[src/rtl/ps2_rx_decoder.sv]
// PS/2 device-to-host receiver: synchronizes and filters the raw lines, deframes
// 11-bit frames and strips set-2 E0/F0 prefixes to yield one strobed make code per key press.
module ps2_rx_decoder #(
   parameter int FILTER_LEN     = 8,
   parameter int TIMEOUT_CYCLES = 50000
) (
   input  logic       clk,
   input  logic       rst,
   input  logic       ps2_clk,
   input  logic       ps2_data,
   output logic [7:0] ps2_code,
   output logic       code_valid,
   output logic       ps2_ext,
   output logic       frame_err
);

   localparam int FCW = (FILTER_LEN > 1) ? $clog2(FILTER_LEN + 1) : 1;
   localparam int TCW = $clog2(TIMEOUT_CYCLES + 1);

   typedef enum logic [1:0] {
      S_IDLE,
      S_DATA,
      S_PARITY,
      S_STOP
   } state_t;

   logic           clk_meta_q, clk_sync_q;
   logic           data_meta_q, data_sync_q;
   logic           filt_q, filt_d;
   logic [FCW-1:0] filt_cnt_q, filt_cnt_d;
   logic           fall;

   state_t         state_q;
   logic [2:0]     bit_cnt_q;
   logic [7:0]     shift_q;
   logic           parity_q;
   logic [TCW-1:0] tmo_q;
   logic           brk_q, ext_q;
   logic [7:0]     code_q;
   logic           code_ext_q;
   logic           code_valid_q, frame_err_q;

   // Idle level of both PS/2 lines is high, so the synchronizers reset to 1.
   always_ff @(posedge clk or posedge rst) begin
      if (rst) begin
         clk_meta_q  <= 1'b1;
         clk_sync_q  <= 1'b1;
         data_meta_q <= 1'b1;
         data_sync_q <= 1'b1;
      end else begin
         // NOTE: non-blocking assignments keep the two flops a true 2-stage chain.
         clk_meta_q  <= ps2_clk;
         clk_sync_q  <= clk_meta_q;
         data_meta_q <= ps2_data;
         data_sync_q <= data_meta_q;
      end
   end

   always_comb begin
      // NOTE: defaults first so every path assigns both outputs and no latch is inferred.
      filt_d     = filt_q;
      filt_cnt_d = '0;
      if (clk_sync_q != filt_q) begin
         if (filt_cnt_q == FCW'(FILTER_LEN - 1)) begin
            filt_d = clk_sync_q;
         end else begin
            filt_cnt_d = filt_cnt_q + FCW'(1);
         end
      end
   end

   assign fall = filt_q & ~filt_d;

   always_ff @(posedge clk or posedge rst) begin
      if (rst) begin
         filt_q     <= 1'b1;
         filt_cnt_q <= '0;
      end else begin
         filt_q     <= filt_d;
         filt_cnt_q <= filt_cnt_d;
      end
   end

   always_ff @(posedge clk or posedge rst) begin
      if (rst) begin
         state_q      <= S_IDLE;
         bit_cnt_q    <= '0;
         shift_q      <= '0;
         parity_q     <= 1'b0;
         tmo_q        <= '0;
         brk_q        <= 1'b0;
         ext_q        <= 1'b0;
         code_q       <= 8'hF0;
         code_ext_q   <= 1'b0;
         code_valid_q <= 1'b0;
         frame_err_q  <= 1'b0;
      end else begin
         code_valid_q <= 1'b0;
         frame_err_q  <= 1'b0;

         // A fall in the same cycle as the timeout wins and restarts the count.
         if (state_q == S_IDLE || fall) begin
            tmo_q <= '0;
         end else if (tmo_q == TCW'(TIMEOUT_CYCLES)) begin
            tmo_q       <= '0;
            state_q     <= S_IDLE;
            frame_err_q <= 1'b1;
         end else begin
            tmo_q <= tmo_q + TCW'(1);
         end

         if (fall) begin
            unique case (state_q)
               S_IDLE: begin
                  if (!data_sync_q) begin
                     state_q   <= S_DATA;
                     bit_cnt_q <= '0;
                  end
               end
               S_DATA: begin
                  shift_q   <= {data_sync_q, shift_q[7:1]};
                  bit_cnt_q <= bit_cnt_q + 3'd1;
                  if (bit_cnt_q == 3'd7) begin
                     state_q <= S_PARITY;
                  end
               end
               S_PARITY: begin
                  parity_q <= data_sync_q;
                  state_q  <= S_STOP;
               end
               S_STOP: begin
                  state_q <= S_IDLE;
                  if (data_sync_q && (^{shift_q, parity_q})) begin
                     if (shift_q == 8'hF0) begin
                        brk_q <= 1'b1;
                     end else if (shift_q == 8'hE0) begin
                        ext_q <= 1'b1;
                     end else if (brk_q) begin
                        brk_q <= 1'b0;
                        ext_q <= 1'b0;
                     end else begin
                        code_q       <= shift_q;
                        code_ext_q   <= ext_q;
                        code_valid_q <= 1'b1;
                        ext_q        <= 1'b0;
                     end
                  end else begin
                     frame_err_q <= 1'b1;
                  end
               end
               default: state_q <= S_IDLE;
            endcase
         end
      end
   end

   assign ps2_code   = code_q;
   assign ps2_ext    = code_ext_q;
   assign code_valid = code_valid_q;
   assign frame_err  = frame_err_q;

endmodule

[config.mk]
export PLATFORM = sky130hd
export DESIGN_NAME = ps2_rx_decoder
export DESIGN_NICKNAME = d
export VERILOG_FILES = /design/src/rtl/ps2_rx_decoder.sv
export SDC_FILE = /design/constraint.sdc
export NUM_CORES = 1
export LEC_CHECK = 0
export BUFFER_PORTS_ARGS = -buffer_cell sky130_fd_sc_hd__buf_4
export CELL_PAD_IN_SITES_DETAIL_PLACEMENT = 0
export CELL_PAD_IN_SITES_GLOBAL_PLACEMENT = 1
export CORE_UTILIZATION = 48
export DETAILED_ROUTE_END_ITERATION = 8
export PLACE_DENSITY = 0.83
export SLEW_MARGIN = 20
export SYNTH_ARGS = -nofsm -noshare
export SYNTH_HDL_FRONTEND = slang
export SYNTH_SLANG_ARGS = --single-unit
[constraint.sdc]
create_clock -name clk -period 2.8 [get_ports clk]
set_input_delay 0.14 -clock clk [delete_from_list [all_inputs] [get_ports clk]]
set_output_delay 0.14 -clock clk [all_outputs]
set_load 0.005 [all_outputs]
==> results of run 1 <==
## synthesized netlist by cell type (all sizes together) (3+ instances only)
master,number,area share
ha,5,0.027
nand3,7,0.015
a22o,3,0.011
a21oi,5,0.011
xnor2,9,0.034
nand2,7,0.011
inv,8,0.013
nand4,5,0.013
mux2,21,0.10
nor4,3,0.014
dfrtp,43,0.46
or3,4,0.011
clkbuf,4,0.0064
dfstp,9,0.10
nor3,6,0.013
xor2,7,0.026
nor2,23,0.037
o21ai,8,0.017
## path summary, 6_finish.rpt
kind                       startpoint          end
setup / recovery           shift_q[5]  ps2_code[2]
hold / removal                    rst   shift_q[4]
hold reg to reg            clk_meta_q   clk_sync_q
setup reg to reg           shift_q[5]  ps2_code[2]
min in group clk           clk_meta_q   clk_sync_q
max in group asynchronous         rst  ps2_code[4]
## sequential cells by signal (all words and copies together), names as in the netlist, 2 cells and up
| signal | flops |
|---|---|
| bit_cnt_q | 3 |
| shift_q | 8 |
| tmo_q | 16 |
| state_q | 2 |
| ps2_code | 8 |
| filt_cnt_q | 4 |
## per-stage QoR
stage	std cells	hold WS, ns	worst slack, ns
6_report	288	-0.0445	0.584
5_1_grt	288	0.0259	0.447
4_1_cts	288	0.102	0.563
3_5_place_dp	278	0.250	0.616
3_3_place_gp	278	0.249	0.627
2_1_floorplan	198	0.144	0.597
## critical path: cells and delay by family, from the launching register on
family	cells	cell delay [ns]
mux	2	0.68
xor+xnor	2	0.67
flops	1	0.44
buf+inv	1	0.21
simple gates	1	0.12
## timing repair
action | CTS | global route
hold buffers | 2 | 0
endpoints found under the hold margin | 2 | 0
buffers inserted | 0 | 0
## final cells by class
type                       instances  area share
timing repair buffer              19      0.0551
clock buffer                       5      0.0257
inverter                           8      0.0117
multi-input combinational        134       0.371
sequential                        52       0.490
clock inverter                     3      0.0159
tap                               67      0.0313
## per-layer routing
metal,up-vias,track usage
li1,737,-
met1,732,0.217
met2,15,0.266
met3,5,0.0500
met4,0,0.0719
met5,-,0
## power breakdown
group,total [mW],internal (mW),switching (mW)
clock,0.513,0.265,0.248
sequential,0.806,0.784,0.0215
combinational,0.0728,0.0334,0.0394
## logic make-up after synthesis
| kind of cell | share of synthesized area |
|---|---|
| mux | 0.106 |
| buf+inv | 0.0192 |
| xor+xnor | 0.0793 |
| compound gates | 0.0538 |
| flops | 0.558 |
| simple gates | 0.156 |
| fa+ha+maj | 0.0266 |
==> results.py, run 1 <==
metrics = {
    "floorplan": {
        "io_pins": 15,
        "core_um2": 4720,
        "die_x_um": 72.0,
        "rows": 25,
        "die_y_um": 72.0,
        "dieArea_um2": 5180,
        "initial_utilization": 0.498,
    },
    "clock_network": {
        "cts_buffers": 5,
        "cts_resized": 0,
        "cts_sinks": 52,
        "cts_buffer_depth": 2,
        "cts_root_buf": "clkbuf_8",
        "insertion_delay_ns": 0.31,
        "htreeDepth": 2,
        "clk_pin_slew_ns": 0.10,
        "cts_tree": "built",
    },
    "placement": {
        "routabilityCongestion": 0.725,
        "numPortBuffers": 14,
        "dpl_cell_area_um2": 2550,
        "dpl.hpwl_um": 2510,
    },
    "routing": {
        "vias_per_cell": 5.17,
        "wl_um": 3690,
        "dr.pass1.iters": 4,
        "met3_wirelength_um": 86,
        "routed-via-count": 1489,
        "wl_met1_um": 1780,
        "post_drt_wl_per_cell_um": 12.8,
        "drtIter0Drc": 47,
        "wl_met2_um": 1750,
        "top_layer": "met4",
        "route.detailed.drc": 0,
        "postRouteAntennaNets": 0,
    },
    "synthesis": {
        "ys_seq_elements": 52,
        "syn-num-nets": 207,
        "synth_edf_count": 0,
        "yosysSeqAreaShare": 0.558,
        "synth_async_sr_flop_share": 1.00,
        "ys_warn_count": 0,
        "ys.flop_type": "dfrtp_1",
        "avgSynthCellArea_um2": 11.9,
        "synth.distinct_cells": 37,
        "synthCells": 198,
        "synth_area_um2": 2350,
    },
    "finish": {
        "drive_gt1_frac": 0.262,
        "seq_area_um2": 1310,
        "multiInputGateArea_um2": 993,
        "final_common_cell": "dfrtp_1",
        "fin_nets": 229,
        "fin_area_um2": 2680,
        "fin_util": 0.567,
        "fillers": 433,
        "antennaDiodeCount": 0,
        "syn2layout_area_growth_pct": 14.0,
        "final_cell_mix": "dfrtp_1 (43), nor2_1 (23), mux2_2 (20), buf_4 (17)",
    },
    "timing": {
        "min_period_ns": 2.22,
        "finalSetupViolations": 0,
        "drv_slew": 0,
        "whs_ns": -0.0445,
        "maxSlewHeadroom": 0.465,
        "report.final.hold_viol_count": 43,
        "rsz0062_at_grt": "no",
        "fin_skew_ns": 0.0118,
        "layout_worst_path_cycle_share": 0.791,
        "fin_tns_setup_ns": 0,
        "max_freq_mhz": 451,
        "worst_pin_slew_ns": 0.802,
    },
    "setup_path": {
        "cp.required_ns": 3.01,
        "crit_path_end_kind": "flip-flop",
        "crit_path_max_incr_delay_ns": 0.49,
        "rrSetupSlack_ns": 0.58,
        "reg2regPathDepth": 6,
        "startpoint_type": "flip-flop",
        "cp_max_fo": 9,
        "crit_path_top_delay_cell": "xnor3_2",
        "crit_path_cell_trace": "xor2_1 -> xnor3_2 -> mux2_4 -> nor4_4 -> buf_4 -> mux2_2",
        "arrival_ns": 2.43,
        "criticalPathCategory": "flip-flop to flip-flop",
    },
    "grt": {
        "antenna_found_initial": 0,
        "grt_pass1_vias": 1455,
        "grt_pass1_wl_um": 6600,
        "grt_overflow": 0,
        "grt_usage": 0.168,
        "grt_max_degree": 50,
    },
    "status": {
        "outcome": "complete, but fails checks",
        "violations": "hold timing",
    },
    "power_and_ir_drop": {
        "power_mw": 1.39,
        "ir_worst_vdd_uv": 285,
        "p_leak_nw": 1.23,
        "power.density_nw_per_um2": 519,
    },
    "worst_hold_path": {
        "hp-class": "input pin to asynchronous set/reset pin",
    },
    "job": {
        "maxCapViolCount": 0,
    },
}
(Power assumes the default switching activity.)
==> inputs of run 2 (changes only) <==
--- a/config.mk
+++ b/config.mk
@@ -5,12 +5,13 @@
 export SDC_FILE = /design/constraint.sdc
 export NUM_CORES = 1
 export LEC_CHECK = 0
+export ABC_AREA = 1
 export BUFFER_PORTS_ARGS = -buffer_cell sky130_fd_sc_hd__buf_4
 export CELL_PAD_IN_SITES_DETAIL_PLACEMENT = 0
 export CELL_PAD_IN_SITES_GLOBAL_PLACEMENT = 1
-export CORE_UTILIZATION = 48
+export CORE_UTILIZATION = 46
 export DETAILED_ROUTE_END_ITERATION = 8
-export PLACE_DENSITY = 0.83
+export PLACE_DENSITY = 0.84
 export SLEW_MARGIN = 20
 export SYNTH_ARGS = -nofsm -noshare
 export SYNTH_HDL_FRONTEND = slang
==> constraint.sdc (replaced) <==
create_clock -name clk -period 2.3 [get_ports clk]
set_input_delay 0.115 -clock clk [delete_from_list [all_inputs] [get_ports clk]]
set_output_delay 0.115 -clock clk [all_outputs]
set_load 0.005 [all_outputs]
==> results.py, run 2 <==
metrics = {
    "finish": {
        "largest_register_ff_count": 16,
        "finalNonFillerCells": 440,
        "top_register": "tmo_q",
        "final_common_cell": "nand2_1",
        "syn2layout_area_growth_pct": 10.3,
        "antennaDiodeCount": 0,
        "final_cell_mix": "nand2_1 (88), inv_1 (47), dfrtp_1 (43), nor2_1 (32), nand3_1 (22)",
        "drive_gt1_frac": 0.159,
        "fin_nets": 373,
        "fin_area_um2": 3080,
        "fin_util": 0.524,
    },
    "job": {
        "maxCapViolCount": 0,
    },
    "clock_network": {
        "cts_buffers": 5,
        "htreeDepth": 2,
        "insertion_delay_ns": 0.31,
        "cts_sinks": 52,
        "cts_tree": "built",
        "clk_pin_slew_ns": 0.10,
        "cts_buffer_depth": 2,
        "cts_resized": 0,
        "cts_root_buf": "clkbuf_8",
    },
    "setup_path": {
        "cp.required_ns": 2.50,
        "cp_max_fo": 11,
        "crit_path_end_kind": "flip-flop",
        "arrival_ns": 2.04,
        "startpoint_type": "flip-flop",
        "criticalPathCategory": "flip-flop to flip-flop",
    },
    "timing": {
        "rsz0062_at_grt": "no",
        "fin_tns_setup_ns": 0,
        "maxSlewHeadroom": 0.656,
        "finalSetupViolations": 0,
        "max_freq_mhz": 544,
        "fin_skew_ns": 0.0108,
        "min_period_ns": 1.84,
        "layout_worst_path_cycle_share": 0.799,
        "fin_ws_ns": 0.462,
        "drv_slew": 0,
        "whs_ns": 0.258,
        "worst_pin_slew_ns": 0.516,
        "report.final.hold_viol_count": 0,
    },
    "synthesis": {
        "synth-xor-area-share": 0.0282,
        "synth_top_family_by_area": "simple AND/OR/NAND/NOR gates",
        "synth_edf_count": 0,
        "syn-num-nets": 354,
        "synth_area_um2": 2790,
        "yosys.area.top_type_share": 0.385,
        "synth.top_cells.by_count": "nand2_1 (88), inv_1 (48), dfrtp_1 (43)",
        "synthSimpleGateAreaFrac": 0.329,
        "yosysTopAreaCell": "dfrtp_1",
        "ys.flop_type": "dfrtp_1",
        "yosysMostFrequentCell": "nand2_1",
        "synth.distinct_cells": 35,
        "ys_seq_elements": 52,
        "muxShareOfSynthArea": 0,
        "synth_compound_area_frac": 0.0645,
        "ys_top_cells_by_area": "dfrtp_1 (39%), nand2_1 (12%), dfstp_2 (8.5%), inv_1 (6.5%), nor2_1 (4.3%)",
        "synth_fa_ha_area_frac": 0.0224,
        "ys_warn_count": 0,
        "synthCells": 345,
        "synth_async_sr_flop_share": 1.00,
        "avgSynthCellArea_um2": 8.09,
        "yosysSeqAreaShare": 0.470,
    },
    "routing": {
        "post_drt_wl_per_cell_um": 12.4,
        "route.detailed.drc": 2,
        "wl_um": 5480,
        "routed-via-count": 2192,
        "postRouteAntennaNets": 0,
        "drtIter0Drc": 80,
        "dr.pass1.iters": 6,
        "vias_per_cell": 4.98,
    },
    "grt": {
        "grt_overflow": 0,
        "grt_max_degree": 44,
        "antenna_found_initial": 0,
        "grt_pass1_wl_um": 9680,
        "grt_usage": 0.196,
        "grt_pass1_vias": 2073,
    },
    "power_and_ir_drop": {
        "power_mw": 1.61,
        "ir_worst_vdd_uv": 281,
        "p_leak_nw": 1.52,
        "power.density_nw_per_um2": 523,
    },
    "status": {
        "violations": "DRC",
        "outcome": "complete, but fails checks",
    },
    "floorplan": {
        "die_y_um": 79.9,
        "rows": 28,
        "io_pins": 15,
        "initial_utilization": 0.474,
        "core_um2": 5890,
        "die_x_um": 79.9,
        "dieArea_um2": 6390,
    },
    "placement": {
        "preCtsSetupSlack_ns": 0.452,
        "dpl.hpwl_um": 4140,
        "dp.cells": 429,
        "routabilityCongestion": 0.853,
        "numPortBuffers": 14,
        "dpl_cell_area_um2": 2960,
    },
    "worst_hold_path": {
        "hp-class": "input pin to asynchronous set/reset pin",
    },
}
[run 2: area by class of cell]
| class | count | area [µm²] |
|---|---|---|
| fillers | 567 | 2800 |
| flip-flops and latches | 52 | 1310 |
| multi-input cells | 234 | 1240 |
| inverters | 53 | 199 |
| repair buffers | 18 | 143 |
| well taps | 75 | 93.8 |
| clock buffers | 7 | 86.3 |
| clock inverters | 1 | 7.51 |
[run 2: kinds of logic after synthesis]
kind of cell / Yosys count
simple gates: 189
buf+inv: 59
flops: 52
compound gates: 31
xor+xnor: 9
fa+ha+maj: 5
[run 2: per-layer routing]
layer | global-route usage | up-vias | part of all wire
li1 | - | 1138 | -
met1 | 0.270 | 1004 | 0.49
met2 | 0.321 | 45 | 0.47
met3 | 0.0309 | 5 | 0.034
met4 | 0.0482 | 0 | 0.0077
met5 | 0 | - | 0
[run 2: path summary, 6_finish.rpt]
check	slack (ns)	startpoint	depth (start not counted)	to
max in group asynchronous	1.26	rst	4	data_sync_q
min in group clk	0.36	data_meta_q	0	data_sync_q
worst min-delay path	0.26	rst	3	tmo_q[10]
worst max register to register	0.46	filt_cnt_q[0]	10	tmo_q[4]
worst max-delay path	0.46	filt_cnt_q[0]	10	tmo_q[4]
worst min register to register	0.36	data_meta_q	0	data_sync_q
[run 2: timing repair]
item	4_1_cts	5_1_grt
hold buffers	3	0
buffers inserted	0	0
endpoints found under the hold margin	11	0
[run 2: critical path, stage by stage (launching register included)]
cell,delay [ns]
dfrtp_1,0.38
ha_1,0.17
nand2_1,0.06
inv_2,0.07
nand2_4,0.06
nor3_4,0.27
inv_2,0.12
o21ai_2,0.22
nor2_1,0.16
inv_1,0.16
nor3b_1,0.07
[run 2: report_power, final]
| part | leakage, nW | switching (mW) | internal [mW] |
|---|---|---|---|
| registers | 0.692 | 0.0229 | 0.954 |
| clock network | 0.0445 | 0.291 | 0.245 |
| logic | 0.783 | 0.0649 | 0.0352 |
| total | 1.52 | 0.379 | 1.23 |
